==> src/rtl/neuron_seq.sv <==
// neuron_seq: sequencer for one fully-connected layer feeding an external MAC.
// For each neuron it clears the MAC, streams NUM_IN input/weight byte pairs
// from two synchronous ROMs, drains the ROM pipeline, then captures the
// accumulator and emits a shifted, saturated 8-bit result.
// Ports:
//   clk, rst_n          clock, asynchronous active-low reset
//   start               begin layer (sampled only when idle)
//   in_addr, wt_addr    input / weight ROM addresses
//   in_data, wt_data    ROM read data, ROM_LAT cycles after address
//   mac_a, mac_b        MAC operands (zero when no valid data)
//   mac_clr_n           MAC clear, active low
//   mac_acc             MAC accumulator
//   res, res_idx        result byte and neuron index
//   res_vld, done       result strobe, end-of-layer pulse
//   busy                high whenever not idle
// Build option: RELU_EN selects ReLU with 0..255 clamp instead of the
// default signed -128..127 clamp.
module neuron_seq #(
   parameter int NUM_IN  = 784,
   parameter int NUM_NEU = 32,
   parameter int ROM_LAT = 1,
   parameter int SHIFT   = 10,
   localparam int KW = $clog2(NUM_IN),
   localparam int WW = $clog2(NUM_IN * NUM_NEU),
   localparam int NW = (NUM_NEU > 1) ? $clog2(NUM_NEU) : 1
) (
   input  logic          clk,
   input  logic          rst_n,
   input  logic          start,
   output logic [KW-1:0] in_addr,
   output logic [WW-1:0] wt_addr,
   input  logic [7:0]    in_data,
   input  logic [7:0]    wt_data,
   output logic [7:0]    mac_a,
   output logic [7:0]    mac_b,
   output logic          mac_clr_n,
   input  logic [25:0]   mac_acc,
   output logic [7:0]    res,
   output logic [NW-1:0] res_idx,
   output logic          res_vld,
   output logic          busy,
   output logic          done
);

   typedef enum logic [2:0] {
      IDLE,
      CLR,
      RUN,
      DRAIN,
      CAPT
   } state_t;

   state_t state;
   state_t nxt;

   logic [KW-1:0]      k;
   logic [WW-1:0]      wa;
   logic [NW-1:0]      n;
   logic [1:0]         dc;
   logic [ROM_LAT-1:0] vp;

   logic k_last;
   logic n_last;
   logic d_last;

   logic signed [25:0] t;
   logic [7:0]         sat;

   assign k_last = (k == KW'(NUM_IN - 1));
   assign n_last = (n == NW'(NUM_NEU - 1));
   assign d_last = (dc == 2'(ROM_LAT - 1));

   assign in_addr = k;
   assign wt_addr = wa;

   // Oldest stage of the valid pipe marks ROM data belonging to an issued address
   assign mac_a = vp[ROM_LAT-1] ? in_data : 8'h00;
   assign mac_b = vp[ROM_LAT-1] ? wt_data : 8'h00;

   assign t = $signed(mac_acc) >>> SHIFT;

   always_comb begin
      sat = 8'h00;
`ifdef RELU_EN
      if (t < 26'sd0)
         sat = 8'h00;
      else if (t > 26'sd255)
         sat = 8'hFF;
      else
         sat = t[7:0];
`else
      if (t < -26'sd128)
         sat = 8'h80;
      else if (t > 26'sd127)
         sat = 8'h7F;
      else
         sat = t[7:0];
`endif
   end

   always_ff @(posedge clk or negedge rst_n) begin
      if (!rst_n)
         state <= IDLE;
      else
         state <= nxt;
   end

   always_comb begin
      nxt       = state;
      mac_clr_n = 1'b1;
      busy      = 1'b1;
      case (state)
         IDLE: begin
            mac_clr_n = 1'b0;
            busy      = 1'b0;
            if (start)
               nxt = CLR;
         end
         CLR: begin
            mac_clr_n = 1'b0;
            nxt       = RUN;
         end
         RUN: begin
            if (k_last)
               nxt = DRAIN;
         end
         DRAIN: begin
            if (d_last)
               nxt = CAPT;
         end
         CAPT: begin
            nxt = n_last ? IDLE : CLR;
         end
         default: nxt = IDLE;
      endcase
   end

   always_ff @(posedge clk or negedge rst_n) begin
      if (!rst_n) begin
         k       <= '0;
         wa      <= '0;
         n       <= '0;
         dc      <= '0;
         vp      <= '0;
         res     <= '0;
         res_idx <= '0;
         res_vld <= 1'b0;
         done    <= 1'b0;
      end else begin
         vp      <= ROM_LAT'({vp, (state == RUN)});
         res_vld <= (state == CAPT);
         done    <= (state == CAPT) && n_last;
         case (state)
            IDLE: begin
               if (start) begin
                  n  <= '0;
                  wa <= '0;
               end
            end
            CLR: begin
               k  <= '0;
               dc <= '0;
            end
            RUN: begin
               // Hold on the last address so wt_addr never runs past the table
               if (!k_last) begin
                  k  <= k + 1'b1;
                  wa <= wa + 1'b1;
               end
            end
            DRAIN: begin
               dc <= dc + 1'b1;
            end
            CAPT: begin
               res     <= sat;
               res_idx <= n;
               if (n_last) begin
                  n  <= '0;
                  k  <= '0;
                  wa <= '0;
               end else begin
                  n  <= n + 1'b1;
                  wa <= wa + 1'b1;
               end
            end
            default: ;
         endcase
      end
   end

endmodule

==> config.mk <==
export PLATFORM = sky130hd
export DESIGN_NAME = neuron_seq
export DESIGN_NICKNAME = d
export VERILOG_FILES = /design/src/rtl/neuron_seq.sv
export SDC_FILE = /design/constraint.sdc
export NUM_CORES = 1
export LEC_CHECK = 0
export CORE_ASPECT_RATIO = 2
export CORE_MARGIN = 2
export CORE_UTILIZATION = 32
export CTS_CLUSTER_SIZE = 25
export DETAILED_ROUTE_END_ITERATION = 12
export GPL_ROUTABILITY_DRIVEN = 0
export PLACE_DENSITY_LB_ADDON = 0.1
export SYNTH_ARGS = -nofsm -noshare
export SYNTH_HDL_FRONTEND = slang
export SYNTH_SLANG_ARGS = --single-unit
==> constraint.sdc <==
create_clock -name clk -period 6.8 [get_ports clk]
set_input_delay 1.02 -clock clk [delete_from_list [all_inputs] [get_ports clk]]
set_output_delay 1.02 -clock clk [all_outputs]
set_load 0.03 [all_outputs]
==> impl_metrics.env <==
export IMPL_drive_above_1_share_pct=5.426
export IMPL_hold_class="register to register"
export IMPL_via_per_inst=5.243
export IMPL_wire_length_of_the_first_global_routing_pass_um=12340
export IMPL_ys_ff_latch=51
export IMPL_syn_instance_count=297
export IMPL_insertedDiodeCount=0
export IMPL_clkSinkCount=51
export IMPL_critical_path_sink_type="primary output"
export IMPL_synth_top_flop_cell="sky130_fd_sc_hd__dfrtp_1"
export IMPL_status="finished, final reports clean"
export IMPL_post_synth_cell_area_avg_um2=9.260
export IMPL_layout_area_overhead_vs_synth_pct=41.90
export IMPL_max_vdd_ir_drop_mv=0.1530
export IMPL_grt_pass1_vias=2507
export IMPL_drtIter0Drc=136
export IMPL_timing_max_cap_violations=0
export IMPL_worst_skew_pair_late_latency_ps=290
export IMPL_r2r_cells=7
export IMPL_timing_critical_path_arrival_ps=2270
export IMPL_maxClockFrequency_mhz=304.4
export IMPL_clkTransAtPathRegs_ps=70
export IMPL_finalCriticalPeriod_ps=3286
export IMPL_multi_input_comb_area_um2=1379
export IMPL_leakagePower_nw=1.577
export IMPL_std_cell_rows=47
export IMPL_grt_max_degree=52
export IMPL_core_area_um2=8292
export IMPL_reg2reg_setup_slack_ps=4200
export IMPL_n_fill_cell=818
export IMPL_cts_post_setup_buffers_inserted=0
export IMPL_postCtsHoldBufs=0
export IMPL_total_die_area_um2=9397
export IMPL_post_synth_top_area_cell="sky130_fd_sc_hd__dfrtp_1"
export IMPL_crit_path_start_kind="primary input"
export IMPL_post_route_drc_count=0
export IMPL_seqCellArea_um2=1276
export IMPL_die_width_um=69.55
export IMPL_routed_wl_um=7259
export IMPL_cts_max_path_buffers=2
export IMPL_number_of_enable_flip_flop_cells_after_synthesis=0
export IMPL_cts_root_buf="sky130_fd_sc_hd__clkbuf_16"
export IMPL_die_height_um=135.1
export IMPL_cts_resized_gates=0
export IMPL_holdCritStartpoint="res[5]"
export IMPL_timing_rr_end="in_addr[5]"
export IMPL_timing_max_transition_violations_final=0
export IMPL_rr_startpoint="state[1]"
export IMPL_antenna_found_initial=0
export IMPL_slew_headroom_pct=43.91
export IMPL_postSynthNetCount=347
export IMPL_fin_nets=436
export IMPL_synthDistinctLibCells=43
export IMPL_io_pin_count=103
export IMPL_port_buffer_count=92
export IMPL_final_clock_skew_ps=3.642
export IMPL_starting_density_of_the_core_pct=33.17
export IMPL_dpl_cell_count=477
export IMPL_finalHoldViolations=0
export IMPL_fin_crit_sh_pct=48.32
export IMPL_synth_area_top_cells="sky130_fd_sc_hd__dfrtp_1 (46%), sky130_fd_sc_hd__nand2_1 (6.8%), sky130_fd_sc_hd__mux2i_1 (4.0%)"
export IMPL_critical_path_peak_fanout=1
export IMPL_async_flop_share_pct=100.0
export IMPL_grt_ovfl_total=0
export IMPL_power_density_cell_area_nw_per_um2=159.4
export IMPL_min_to="res[5]"
export IMPL_cts_buffers=5
export IMPL_detailedPlacementHpwl_um=5388
export IMPL_grt_total_usage_pct=16.37
export IMPL_ant_nets=0
export IMPL_syn_area_um2=2750
export IMPL_hold_path_depth=2
export IMPL_cts_h_tree_depth=2
export IMPL_synth_top_cell_area_share_pct=46.41
export IMPL_num_vias=2543
export IMPL_ys_seq_area_share_pct=46.41
export IMPL_criticalPathCategory="primary input to primary output"
export IMPL_timing_final_setup_violations=0
export IMPL_yosysWarnings=0
export IMPL_worst_slew_pin_slew_ps=832.5
export IMPL_grt_setup_unrepaired="false"
export IMPL_crit_required_ps=5780
export IMPL_drt_first_pass_iters=6
export IMPL_tritoncts_clock_tree="done"
export IMPL_finalNonFillerCells=485
export IMPL_synth_most_common_cell="sky130_fd_sc_hd__dfrtp_1"
export IMPL_post_synth_most_frequent_cells="sky130_fd_sc_hd__dfrtp_1 (51), sky130_fd_sc_hd__nand2_1 (50), sky130_fd_sc_hd__o21ai_0 (19), sky130_fd_sc_hd__and2_1 (17)"
export IMPL_routed_wire_length_per_instance_um=14.97
export IMPL_setup_tns_final_ps=0
## cells by family after synthesis
| kind of cell | share of synthesized area, % |
|---|---|
| mux | 4.413 |
| compound gates | 11.78 |
| fa+ha+maj | 2.275 |
| flops | 46.41 |
| simple gates | 31.67 |
| buf+inv | 3.458 |
## layout make-up
class	instances	share of cell area, %
clock inverter	1	0.1924
sequential	51	32.70
inverter	7	0.6733
tap	98	3.142
clock buffer	7	3.912
multi-input combinational	226	35.33
timing repair buffer	95	24.05
## through the flow
step / total power, mW / cell area [um^2] / setup WS, ps / utilization (%) / hold WS, ps
2_1_floorplan: 0.3251 / 2750 / 4479 / - / 449.8
3_3_place_gp: 0.3616 / 3742 / 3520 / 45.13 / 460.8
3_5_place_dp: 0.3619 / 3742 / 3503 / 45.13 / 461.1
4_1_cts: 0.6320 / 3902 / 3503 / 47.07 / 485.4
5_1_grt: 0.6488 / 3902 / 3465 / 47.07 / 507.6
6_report: 0.6219 / 3902 / 3514 / 47.07 / 477.1
## layer usage
metal	vias up	wire [um]	track usage, %
li1	1247	-	-
met1	1206	2767	17.64
met2	82	3985	30.56
met3	8	376	3.657
met4	0	130	6.318
met5	-	0	0
## flip-flops by register name, summed over array words and instances (netlist names)
register,flops
wt_addr,15
in_addr,10
res,8
n,5
res_idx,5
state,3
dc,2
done,1
res_vld,1
vp,1
## cell usage in the layout (no fill, tap or decap), types with 3 or more instances in the layout
cell,synthesis,routed
sky130_fd_sc_hd__nor2_1,14,14
sky130_fd_sc_hd__and3_1,5,5
sky130_fd_sc_hd__nand2_1,50,50
sky130_fd_sc_hd__nor3_1,3,3
sky130_fd_sc_hd__inv_1,7,7
sky130_fd_sc_hd__and4_1,3,3
sky130_fd_sc_hd__and2_1,17,17
sky130_fd_sc_hd__nand2b_1,14,14
sky130_fd_sc_hd__clkdlybuf4s50_1,0,91
sky130_fd_sc_hd__ha_1,5,5
sky130_fd_sc_hd__dfrtp_1,51,51
sky130_fd_sc_hd__nor4_1,11,11
sky130_fd_sc_hd__or4_1,8,8
sky130_fd_sc_hd__clkbuf_16,0,5
sky130_fd_sc_hd__nand4_1,4,4
sky130_fd_sc_hd__mux2i_1,11,11
sky130_fd_sc_hd__a22o_1,3,3
sky130_fd_sc_hd__nand3_1,12,12
sky130_fd_sc_hd__buf_4,1,3
sky130_fd_sc_hd__o21ai_0,19,19
sky130_fd_sc_hd__o31ai_1,11,11
sky130_fd_sc_hd__a21oi_1,10,10
## worst max-delay path, cell delays in order
cell and delay (ps):
sky130_fd_sc_hd__clkdlybuf4s50_1 450, sky130_fd_sc_hd__and2_1 110, sky130_fd_sc_hd__clkdlybuf4s50_1 680
## how the worst max path moves through the flow
stage | from | to
6_report | in_data[1] | mac_a[1]
5_1_grt | wt_data[7] | mac_b[7]
4_1_cts | wt_data[7] | mac_b[7]
3_5_place_dp | wt_data[7] | mac_b[7]
3_3_place_gp | in_data[1] | mac_a[1]
2_1_floorplan | in_data[0] | mac_a[0]
## power by group
part / internal (mW) / switching [mW] / total (mW)
logic: 0.0283 / 0.0236 / 0.0519
clock network: 0.157 / 0.110 / 0.267
registers: 0.303 / 0 / 0.303
No activity file was read; power rests on OpenSTA's default activity.
